## config.mk

```make
export PLATFORM = sky130hd
export DESIGN_NAME = ulpb_iso_seq
export DESIGN_NICKNAME = d
export VERILOG_FILES = /design/src/rtl/ulpb_iso_seq.sv
export SDC_FILE = /design/constraint.sdc
export NUM_CORES = 1
export LEC_CHECK = 0
export ABC_AREA = 1
export CORE_UTILIZATION = 45
export DETAILED_ROUTE_END_ITERATION = 8
export GPL_ROUTABILITY_DRIVEN = 0
export HOLD_SLACK_MARGIN = 0.08
export PLACE_DENSITY = 0.85
export RECOVER_POWER = 50
export SLEW_MARGIN = 30
export SYNTH_ARGS = -nofsm -noshare
export SYNTH_HDL_FRONTEND = slang
export SYNTH_SLANG_ARGS = --single-unit
```

## constraint.sdc

```tcl
create_clock -name CLK -period 4.9 [get_ports CLK]
set_clock_uncertainty 0.1 [all_clocks]
set_input_delay 0.98 -clock CLK [delete_from_list [all_inputs] [get_ports CLK]]
set_output_delay 0.98 -clock CLK [all_outputs]
set_load 0.01 [all_outputs]
```

## src/rtl/ulpb_iso_seq.sv

```systemverilog
// ulpb_iso_seq: always-on power/isolation sequencer for NUM_DOM power-gated
// layer-controller domains. Each domain runs its own FSM:
//   wake : power -> clock -> reset release -> isolation release
//   sleep: (drain) -> isolation -> reset -> clock -> power
// Bus vectors crossing a domain boundary are clamped to 0 while isolated.
// Optional feature macro: ULPB_ISO_SEQ_TIMEOUT_EN (bounded drain wait that
// forces isolation after TIMEOUT_CYC busy cycles).
module ulpb_iso_seq #(
    parameter int NUM_DOM     = 2,
    parameter int IN_W        = 8,
    parameter int OUT_W       = 8,
    parameter int DLY_W       = 4,
    parameter int PWR_DLY     = 4,
    parameter int CLK_DLY     = 2,
    parameter int RST_DLY     = 2,
    parameter int TIMEOUT_CYC = 64,
    parameter int TO_W        = 8
) (
    input  logic                     CLK,
    input  logic                     RESET,
    input  logic [NUM_DOM-1:0]       WAKE_REQ,
    input  logic [NUM_DOM-1:0]       SLEEP_REQ,
    input  logic [NUM_DOM-1:0]       BUSY,
    output logic [NUM_DOM-1:0]       WAKE_ACK,
    output logic [NUM_DOM-1:0]       SLEEP_ACK,
    output logic [NUM_DOM-1:0]       POWER_ON,
    output logic [NUM_DOM-1:0]       RELEASE_CLK,
    output logic [NUM_DOM-1:0]       RELEASE_RST,
    output logic [NUM_DOM-1:0]       RELEASE_ISO,
    output logic [NUM_DOM-1:0]       DRAIN_TIMEOUT,
    input  logic [NUM_DOM*IN_W-1:0]  DATA_FROM_BC,
    output logic [NUM_DOM*IN_W-1:0]  DATA_TO_LC,
    input  logic [NUM_DOM*OUT_W-1:0] DATA_FROM_LC,
    output logic [NUM_DOM*OUT_W-1:0] DATA_TO_BC
);

    // A dwell of 0 behaves like a dwell of 1 (a step always lasts one edge).
    localparam int PWR_EFF = (PWR_DLY == 0) ? 1 : PWR_DLY;
    localparam int CLK_EFF = (CLK_DLY == 0) ? 1 : CLK_DLY;
    localparam int RST_EFF = (RST_DLY == 0) ? 1 : RST_DLY;
    localparam int DLY_MAX = (2 ** DLY_W) - 1;

    localparam logic [DLY_W-1:0] PWR_LD   = DLY_W'(PWR_EFF - 1);
    localparam logic [DLY_W-1:0] CLK_LD   = DLY_W'(CLK_EFF - 1);
    localparam logic [DLY_W-1:0] RST_LD   = DLY_W'(RST_EFF - 1);
    localparam logic [DLY_W-1:0] CNT_ONE  = DLY_W'(1);
    localparam logic [DLY_W-1:0] CNT_ZERO = DLY_W'(0);

    // Reject dwell values the counter cannot hold.
    if ((PWR_DLY > DLY_MAX) || (CLK_DLY > DLY_MAX) || (RST_DLY > DLY_MAX)) begin : g_bad_dly
        $error("ulpb_iso_seq: a dwell parameter exceeds the DLY_W counter range");
    end

    // The drain timeout must be representable in the TO_W counter.
    if ((TIMEOUT_CYC < 1) || (TIMEOUT_CYC > (2 ** TO_W))) begin : g_bad_to
        $error("ulpb_iso_seq: TIMEOUT_CYC does not fit the TO_W counter");
    end

    typedef enum logic [3:0] {
        ST_OFF    = 4'd0,
        ST_PWR_UP = 4'd1,
        ST_CLK_UP = 4'd2,
        ST_RST_UP = 4'd3,
        ST_ON     = 4'd4,
        ST_DRAIN  = 4'd5,
        ST_ISO_DN = 4'd6,
        ST_RST_DN = 4'd7,
        ST_CLK_DN = 4'd8
    } state_t;

    for (genvar d = 0; d < NUM_DOM; d++) begin : g_dom
        state_t           state_q, state_d;
        logic [DLY_W-1:0] cnt_q, cnt_d;
        // chain bits: [0] power, [1] clock, [2] reset release, [3] iso release
        logic [3:0]       chain_q, chain_d;
        logic             wake_ack_q, wake_ack_d;
        logic             sleep_ack_q, sleep_ack_d;
`ifdef ULPB_ISO_SEQ_TIMEOUT_EN
        localparam logic [TO_W-1:0] TO_LAST = TO_W'(TIMEOUT_CYC - 1);
        localparam logic [TO_W-1:0] TO_ONE  = TO_W'(1);
        logic [TO_W-1:0]  to_q, to_d;
        logic             to_pulse_q, to_pulse_d;
`endif

        // Next-state, dwell counter and registered-output decode for this domain.
        always_comb begin
            state_d     = state_q;
            cnt_d       = cnt_q;
            wake_ack_d  = 1'b0;
            sleep_ack_d = 1'b0;
`ifdef ULPB_ISO_SEQ_TIMEOUT_EN
            to_d        = to_q;
            to_pulse_d  = 1'b0;
`endif
            case (state_q)
                ST_OFF: begin
                    if (WAKE_REQ[d]) begin
                        state_d = ST_PWR_UP;
                        cnt_d   = PWR_LD;
                    end else begin
                        state_d = ST_OFF;
                    end
                end
                ST_PWR_UP: begin
                    if (cnt_q == CNT_ZERO) begin
                        state_d = ST_CLK_UP;
                        cnt_d   = CLK_LD;
                    end else begin
                        cnt_d = cnt_q - CNT_ONE;
                    end
                end
                ST_CLK_UP: begin
                    if (cnt_q == CNT_ZERO) begin
                        state_d = ST_RST_UP;
                        cnt_d   = RST_LD;
                    end else begin
                        cnt_d = cnt_q - CNT_ONE;
                    end
                end
                ST_RST_UP: begin
                    if (cnt_q == CNT_ZERO) begin
                        state_d    = ST_ON;
                        wake_ack_d = 1'b1;
                    end else begin
                        cnt_d = cnt_q - CNT_ONE;
                    end
                end
                ST_ON: begin
                    if (SLEEP_REQ[d]) begin
                        state_d = ST_DRAIN;
`ifdef ULPB_ISO_SEQ_TIMEOUT_EN
                        to_d    = {TO_W{1'b0}};
`endif
                    end else begin
                        state_d = ST_ON;
                    end
                end
                ST_DRAIN: begin
                    // BUSY sampled at the ON->DRAIN edge is ignored, so DRAIN
                    // always lasts at least one cycle.
                    if (!BUSY[d]) begin
                        state_d = ST_ISO_DN;
`ifdef ULPB_ISO_SEQ_TIMEOUT_EN
                    end else if (to_q == TO_LAST) begin
                        state_d    = ST_ISO_DN;
                        to_pulse_d = 1'b1;
                    end else begin
                        to_d = to_q + TO_ONE;
                    end
`else
                    end else begin
                        state_d = ST_DRAIN;
                    end
`endif
                end
                ST_ISO_DN: begin
                    state_d = ST_RST_DN;
                    cnt_d   = RST_LD;
                end
                ST_RST_DN: begin
                    if (cnt_q == CNT_ZERO) begin
                        state_d = ST_CLK_DN;
                        cnt_d   = CLK_LD;
                    end else begin
                        cnt_d = cnt_q - CNT_ONE;
                    end
                end
                ST_CLK_DN: begin
                    if (cnt_q == CNT_ZERO) begin
                        state_d     = ST_OFF;
                        sleep_ack_d = 1'b1;
                    end else begin
                        cnt_d = cnt_q - CNT_ONE;
                    end
                end
                default: begin
                    state_d = ST_OFF;
                    cnt_d   = CNT_ZERO;
                end
            endcase

            // Outputs follow the state being entered, so each step only ever
            // extends or shortens the power->clock->reset->iso chain in order.
            case (state_d)
                ST_OFF:    chain_d = 4'b0000;
                ST_PWR_UP: chain_d = 4'b0001;
                ST_CLK_UP: chain_d = 4'b0011;
                ST_RST_UP: chain_d = 4'b0111;
                ST_ON:     chain_d = 4'b1111;
                ST_DRAIN:  chain_d = 4'b1111;
                ST_ISO_DN: chain_d = 4'b0111;
                ST_RST_DN: chain_d = 4'b0011;
                ST_CLK_DN: chain_d = 4'b0001;
                default:   chain_d = 4'b0000;
            endcase
        end

        // State, counters and registered outputs; reset leaves the domain OFF and isolated.
        always_ff @(posedge CLK or posedge RESET) begin
            if (RESET) begin
                state_q     <= ST_OFF;
                cnt_q       <= CNT_ZERO;
                chain_q     <= 4'b0000;
                wake_ack_q  <= 1'b0;
                sleep_ack_q <= 1'b0;
`ifdef ULPB_ISO_SEQ_TIMEOUT_EN
                to_q        <= {TO_W{1'b0}};
                to_pulse_q  <= 1'b0;
`endif
            end else begin
                state_q     <= state_d;
                cnt_q       <= cnt_d;
                chain_q     <= chain_d;
                wake_ack_q  <= wake_ack_d;
                sleep_ack_q <= sleep_ack_d;
`ifdef ULPB_ISO_SEQ_TIMEOUT_EN
                to_q        <= to_d;
                to_pulse_q  <= to_pulse_d;
`endif
            end
        end

        assign POWER_ON[d]    = chain_q[0];
        assign RELEASE_CLK[d] = chain_q[1];
        assign RELEASE_RST[d] = chain_q[2];
        assign RELEASE_ISO[d] = chain_q[3];
        assign WAKE_ACK[d]    = wake_ack_q;
        assign SLEEP_ACK[d]   = sleep_ack_q;
`ifdef ULPB_ISO_SEQ_TIMEOUT_EN
        assign DRAIN_TIMEOUT[d] = to_pulse_q;
`else
        assign DRAIN_TIMEOUT[d] = 1'b0;
`endif

        // Clamp selects come straight from a flop, so the gating is glitch-free.
        assign DATA_TO_LC[d*IN_W +: IN_W]   = chain_q[3] ? DATA_FROM_BC[d*IN_W +: IN_W]   : {IN_W{1'b0}};
        assign DATA_TO_BC[d*OUT_W +: OUT_W] = chain_q[3] ? DATA_FROM_LC[d*OUT_W +: OUT_W] : {OUT_W{1'b0}};
    end

endmodule

```

======== Yosys cells after proc, flatten, opt, wreduce, memory -nomap -nowiden ========
Memory sizes are Yosys's and may differ from the RTL's. A register that Yosys moved wholly into a read port is not among the register bits.
Index checks and enable logic that the tools add are counted.
storage, ports and cells
  register bits ........................... 20
  bits in read-only memories .............. 128
  input port bits ......................... 40
  output and inout bits ................... 46
  logic and storage cells ................. 82
  memories kept ........................... 2
memories
  memory           depth  bits a word  rd ports  clocked after Yosys merged registers in  write ports  line  source
  (no name shown)  16     4            1         1                                        0            184   case (state_d)
  (no name shown)  16     4            1         1                                        0            184
cells by class
  $add $sub $neg .......................... 2
  equal/unequal tests ..................... 20
  muxes and demuxes ....................... 36
  bitwise gates (word level) .............. 2
  reduce and logical (&&, ||, !) cells .... 12
operator list
  cell                                                  count
  case mux 4 bit (9 select lines)                       2
  two-way mux 4 bit                                     16
  case mux 4 bit (5 select lines)                       2
  equality test 4 x 3 -> 1 bit (second input constant)  8
  two-way mux 8 bit                                     4
  equality test 4 x 2 -> 1 bit (second input constant)  4
  logical NOT 4 bit                                     4
  two-way mux 1 bit                                     10
  equality test 4 x 1 -> 1 bit (second input constant)  2
  equality test 4 bit (second input constant)           2
  inequality test 2 bit (second input constant)         4
  OR reduction 2 bit                                    4
  subtractor 4 x 1 -> 4 bit (second input constant)     2
  AND reduction 3 bit                                   2
  OR reduction 3 bit                                    2
  two-way mux 2 bit                                     2
  inverter 1 bit                                        2

======== Longest topological paths before layout ========
Gate-level depths: netlist of run 1.
  depth after elaboration ................. 4
  mapped depth ............................ 12
  gate-level depth less buffers ........... 12

======== Least setup slack after synthesis of run 1 ========
No wires, ideal clock.
  path type ............................... input port to output port
  start ................................... in DATA_FROM_LC[0]
  end ..................................... out DATA_TO_BC[0]
  arrival ................................. 1.111 ns
  required time ........................... 3.820 ns
  path slack .............................. 2.709 ns
  stages on the path ...................... 2
  path buffers ............................ 0
  cells stage by stage .................... nand2_1 inv_1
on the way
  longest elaborated chain between the ends .. 1
RTL lines
  item               line  source
  start, declared    33    input logic [NUM_DOM*OUT_W-1:0] DATA_FROM_LC,
  two-way mux 8 bit  237   assign DATA_TO_BC[d*OUT_W +: OUT_W] = chain_q[3] ? DATA_FROM_LC[d*OUT_W +: OUT_W] : {OUT_W{1'b0}};
  end, declared      34    output logic [NUM_DOM*OUT_W-1:0] DATA_TO_BC
No other way between the ends.

======== Worst setup path after layout of run 1 ========
  start ................................... in DATA_FROM_BC[5]
  end ..................................... out DATA_TO_LC[5]
on the way
  longest elaborated chain between the ends .. 1
RTL lines
  item               line  source
  start, declared    31    input logic [NUM_DOM*IN_W-1:0] DATA_FROM_BC,
  two-way mux 8 bit  236   assign DATA_TO_LC[d*IN_W +: IN_W] = chain_q[3] ? DATA_FROM_BC[d*IN_W +: IN_W] : {IN_W{1'b0}};
  end, declared      32    output logic [NUM_DOM*IN_W-1:0] DATA_TO_LC,
No other way between the ends.

==> impl_metrics.ini, run 1 <==
[run_status]
status = completed

[finish]
syn_to_final_growth_pct = 41.7
n_antenna_cell = 0
final_common_cell = nand2_1
layout_common_cells = nand2_1, clkdlybuf4s50_1, inv_1, nor2_1, nand3_1
fill_cells = 396
multi_input_area_um2 = 973
final_nets = 437
design_area_um2 = 2890
layout-drive-gt1-share_pct = 7.14
area.sequential_um2 = 701
finalNonFillerCells = 444

[timing]
finalHoldWorstSlack_ps = 409
tns_ps = 0
tightest_slew_ps = 1030
hold_viol_final = 0
drv_slew = 0
post-route-period-util_pct = 64.9
rsz0062_at_grt = no
finalCriticalPeriod_ps = 3180
setup_violations = 0
slew_headroom_pct = 31.0
fmax_ghz = 0.314

[global_route]
gr-usage-all-layers_pct = 21.2
antenna_found_initial = 0
grt_pass1_wl_mm = 8.38
grt_start_max_net_pins = 29
grt_pass1_vias = 1927
globalRoute.totalOverflow = 0

[synth]
yosysWarnings = 0
syn_inst = 316
syn_area_per_cell_um2 = 6.45
ys_seq_elements = 28
yosys.area.top_type = dfrtp_1
synth.area.top_cells = dfrtp_1, nand2_1, inv_1, nand3_1, nor2_1
synth_cell_types = 27
synth_area_um2 = 2040
synth_top_area_share_pct = 34.4
ys_seq_area_share_pct = 34.4

[drt]
drt_iter0_markers = 92
drc = 0
ant_nets = 0
drtPass1Iterations = 4
finalWirelength_mm = 4.83
avgViaCountPerCell = 4.68
vias = 2076
wl_per_cell_um = 10.9

[clocking]
htree_levels = 1
cts_setup_buffers = 0
clk_latency_ps = 280
path_clk_slew_ps = 90
cts_sinks = 28
cts-root-buf = clkbuf_8
cts_hold_buffers = 0
cts_buffers = 3
cts_resized = 0
cts_tree = done
cts_buffer_depth = 2

[floorplan]
die_height_um = 69.3
start_util_pct = 46.8
die_x_um = 69.3
die-area_um2 = 4800
rows = 24
top_level_ports = 86
core_region_area_um2 = 4350

[run]
max-cap-violations = 0

[worst_setup_path]
worst-setup-path-type = in2out
cp-end-kind = primary output
worst_ep_arrival_time_ps = 2100
required_ps = 3820
cp-start-kind = primary input
critPathMaxFanout = 1

[power]
leakagePower_nw = 1.61
vdd_drop_max_uv = 296
p_per_area_nw_per_um2 = 536

[place]
numPortBuffers = 83
placed_area_um2 = 2860
dpl.hpwl_mm = 3.81
post-place-cells = 440

[worst_hold_path]
hold_class = reg2reg
## metrics by stage
stage	worst slack, ps	util (%)	total power [mW]
5_1_grt	1640	66.3	1.72
6_report	1720	66.3	1.55
2_1_floorplan	2710	-	1.12
3_5_place_dp	1720	65.7	1.43
3_3_place_gp	1710	65.7	1.39
4_1_cts	1710	67.0	1.58
## flip-flops by register name, summed over array words and instances (netlist names)
signal	cells
g_dom.state_q	8
g_dom.chain_q	8
g_dom.cnt_q	8
g_dom.wake_ack_q	2
g_dom.sleep_ack_q	2
## layer usage
layer  vias to the layer above  wire, um  part of all wire, %  global-route usage [%]
li1                       1086         -                    -                       -
met1                       913      2150                   45                    27.2
met2                        72      2330                   48                    36.0
met3                         5       269                  5.6                    2.47
met4                         0        76                  1.6                    9.30
met5                         -         0                    0                       0
## kinds of logic after synthesis
kind of cell | after synthesis | share of synthesized area, %
compound gates | 21 | 6.63
xor+xnor | 4 | 1.72
fa+ha+maj | 4 | 2.46
buf+inv | 82 | 16.6
flops | 28 | 34.4
other cells | 1 | 0.184
simple gates | 176 | 38.0
## power by group
group	leakage, nW	internal, mW	switching [mW]
logic	1.24	0.390	0.610
registers	0.348	0.320	0.0846
clock network	0.0288	0.0721	0.0707
## critical path, cell delays in order
cell and delay (ps):
clkdlybuf4s50_1 470, nand2_1 60, inv_1 70, clkdlybuf4s50_1 520
## synthesized netlist by cell type (all sizes together)
cell	number
nand3b	2
o21ai	15
o31ai	1
nand4	2
conb	1
nand2	102
nor2	39
clkbuf	4
xor2	4
nand3	31
a21oi	4
ha	4
a31oi	1
buf	8
dfrtp	28
inv	70
## area by class of cell
cell class	count	share of cell area [%]
Timing Repair Buffer	83	28.8
Multi-Input combinational cell	207	33.7
Sequential cell	28	24.3
Tap cell	52	2.25
Clock buffer	4	1.91
Inverter	70	9.10
## worst paths after layout
path | from | end | slack [ps] | cells past startpoint
worst max register to register | g_dom[0].cnt_q[0]$_DFFE_PP0P_ | g_dom[0].chain_q[2]$_DFF_PP0_ | 2510 | 11
worst min register to register | g_dom[0].cnt_q[1]$_DFFE_PP0P_ | g_dom[0].cnt_q[1]$_DFFE_PP0P_ | 410 | 2
min in group asynchronous | RESET | g_dom[0].cnt_q[1]$_DFFE_PP0P_ | 1290 | 2
max in group asynchronous | RESET | g_dom[1].chain_q[3]$_DFF_PP0_ | 2790 | 2
worst max-delay path | DATA_FROM_BC[5] | DATA_TO_LC[5] | 1720 | 4
worst min-delay path | g_dom[0].cnt_q[1]$_DFFE_PP0P_ | g_dom[0].cnt_q[1]$_DFFE_PP0P_ | 410 | 2
No activity file was read; power rests on OpenSTA's default activity.
==> inputs of run 2 (changes only) <==
- CORE_UTILIZATION: 45 -> 43
- PLACE_DENSITY: 0.85 -> 0.82
- clock period: 4.9 -> 3.15 ns (I/O delays scaled with it)
==> run 2 against run 1 <==
Against the previous run:
- the run now ends with design-rule violations left
- register-to-register slack lost 1600 ps
- clock-buffer cell count down 1
- critical path type unchanged
- first-iteration DRC count up 12%
- via count rose by 2.1%
- clock power rose by 93%
- setup slack got worse by 1100 ps
- flip-flop and latch count stayed put
- wire length grew 1.5%
- combinational power grew 55%
- highest routed layer unchanged
==> impl_metrics.ini, run 2 (synthesis gave the netlist of run 1 again) <==
[floorplan]
die_height_um = 70.8
die_x_um = 70.8
top_level_ports = 86
die-area_um2 = 5020
core_region_area_um2 = 4440
rows = 24
start_util_pct = 45.9

[worst_setup_path]
cp-end-kind = primary output
r2r-start = g_dom[0].cnt_q[0]$_DFFE_PP0P_
required_ps = 2420
r2r_cells = 11
r2r_slack_ps = 880
cp-start-kind = primary input
worst-setup-path-type = in2out
worst_ep_arrival_time_ps = 1770
critPathMaxFanout = 1
cp_slowest_cell = clkdlybuf4s50_1
path_buf_inv = 3
cpMostUsedCell = clkdlybuf4s50_1
max_stage_delay_ps = 540
critPathTopFamily = buffers and inverters
worstReg2RegEnd = g_dom[0].chain_q[2]$_DFF_PP0_
crit_chain = clkdlybuf4s50_1 > nand2_1 > inv_1 > clkdlybuf4s50_1

[run_status]
violations = design-rule violations
status = finished, violations left

[worst_hold_path]
hold_depth = 2
min_to = g_dom[0].cnt_q[1]$_DFFE_PP0P_
hp-start = g_dom[0].cnt_q[1]$_DFFE_PP0P_
hold_class = reg2reg

[timing]
rsz0062_at_grt = no
drv_slew = 0
slew_headroom_pct = 3.67
fmax_ghz = 0.401
post-route-period-util_pct = 79.2
finalCriticalPeriod_ps = 2500
tightest_slew_ps = 1440
setup_violations = 0
tns_ps = 0
hold_viol_final = 0

[power]
vdd_drop_max_uv = 472
p_total_mw = 2.46
leakagePower_nw = 1.63
p_per_area_nw_per_um2 = 848

[place]
dpl.hpwl_mm = 3.91
numPortBuffers = 83

[global_route]
antenna_found_initial = 0
grt_pass1_vias = 1904
grt_pass1_wl_mm = 8.12
gr-usage-all-layers_pct = 19.8
globalRoute.totalOverflow = 0
grt_start_max_net_pins = 29

[finish]
final_nets = 438
layout-drive-gt1-share_pct = 7.12
reg_top3 = g_dom.chain_q x8, g_dom.cnt_q x8, g_dom.state_q x8
syn_to_final_growth_pct = 42.5
layout_common_cells = nand2_1, clkdlybuf4s50_1, inv_1, nor2_1
final_common_cell = nand2_1
n_antenna_cell = 0

[run]
max-cap-violations = 0

[clocking]
cts_buffers = 3
htree_levels = 1
clk_latency_ps = 270
cts_buffer_depth = 2
cts_tree = done
cts_resized = 0
cts_setup_buffers = 0
cts_hold_buffers = 0
cts-root-buf = clkbuf_8
path_clk_slew_ps = 80
cts_sinks = 28

[drt]
avgViaCountPerCell = 4.76
ant_nets = 0
finalWirelength_mm = 4.90
drc = 20
drtPass1Iterations = 6
drt_iter0_markers = 103
vias = 2119
wl_per_cell_um = 11.0
[run 2: cell types whose count changed in the layout (fill, tap and decap cells not counted), sizes merged]
cell	before	now
bufinv	0	1
clkdlybuf4s50	82	81
dlygate4sd3	1	2
[run 2: how the worst max path moves through the flow]
stage	from	to	depth (start not counted)
floorplan	g_dom[0].chain_q[3]$_DFF_PP0_	DATA_TO_BC[0]	4
global placement	DATA_FROM_LC[0]	DATA_TO_BC[0]	4
detailed placement	DATA_FROM_LC[0]	DATA_TO_BC[0]	4
CTS	DATA_FROM_LC[14]	DATA_TO_BC[14]	4
global route	RESET	g_dom[1].state_q[2]$_DFF_PP0_	3
finish	DATA_FROM_LC[14]	DATA_TO_BC[14]	4
[run 2: worst reg2reg max path, stage by stage, from the launching register on]
cell and delay [ps]:
dfrtp_1 380, inv_1 150, ha_1 180, nand2_2 50, nor2_1 410, inv_1 270, o21ai_0 200, nand2_1 140
inv_1 130, nand2_1 70, nand2_1 60, inv_1 30
[run 2: power breakdown]
part / total (mW) / internal (mW) / switching (mW)
combinational: 1.55 / 0.602 / 0.953
clock: 0.276 / 0.170 / 0.106
sequential: 0.631 / 0.497 / 0.134
[run 2: layer usage]
layer  global-route usage, %  wire length [um]  vias to the layer above
met5                       0                 0                        -
met2                    34.5              2400                       75
li1                        -                 -                     1090
met4                    8.00               114                        0
met3                    2.85               347                       13
met1                    24.7              2040                      941
[run 2: area by class of cell]
class / instances / area (um2)
Clock buffer: 3 / 41.3
Clock inverter: 1 / 30.0
Fill cell: 407 / 1540
Inverter: 70 / 263
Multi-Input combinational cell: 207 / 970
Sequential cell: 28 / 701
Tap cell: 52 / 65.1
Timing Repair Buffer: 84 / 835
[run 2: through the flow]
stage               utilization, %  hold WS (ps)  cells  instance area, um2  setup slack (ps)
floorplan                        -           348    317                2040              1390
global placement              64.6           364    441                2870               666
detailed placement            64.6           374    441                2870               666
CTS                           66.2           397    445                2940               661
global route                  65.3           432    445                2900               578
finish                        65.3           390    445                2900               654
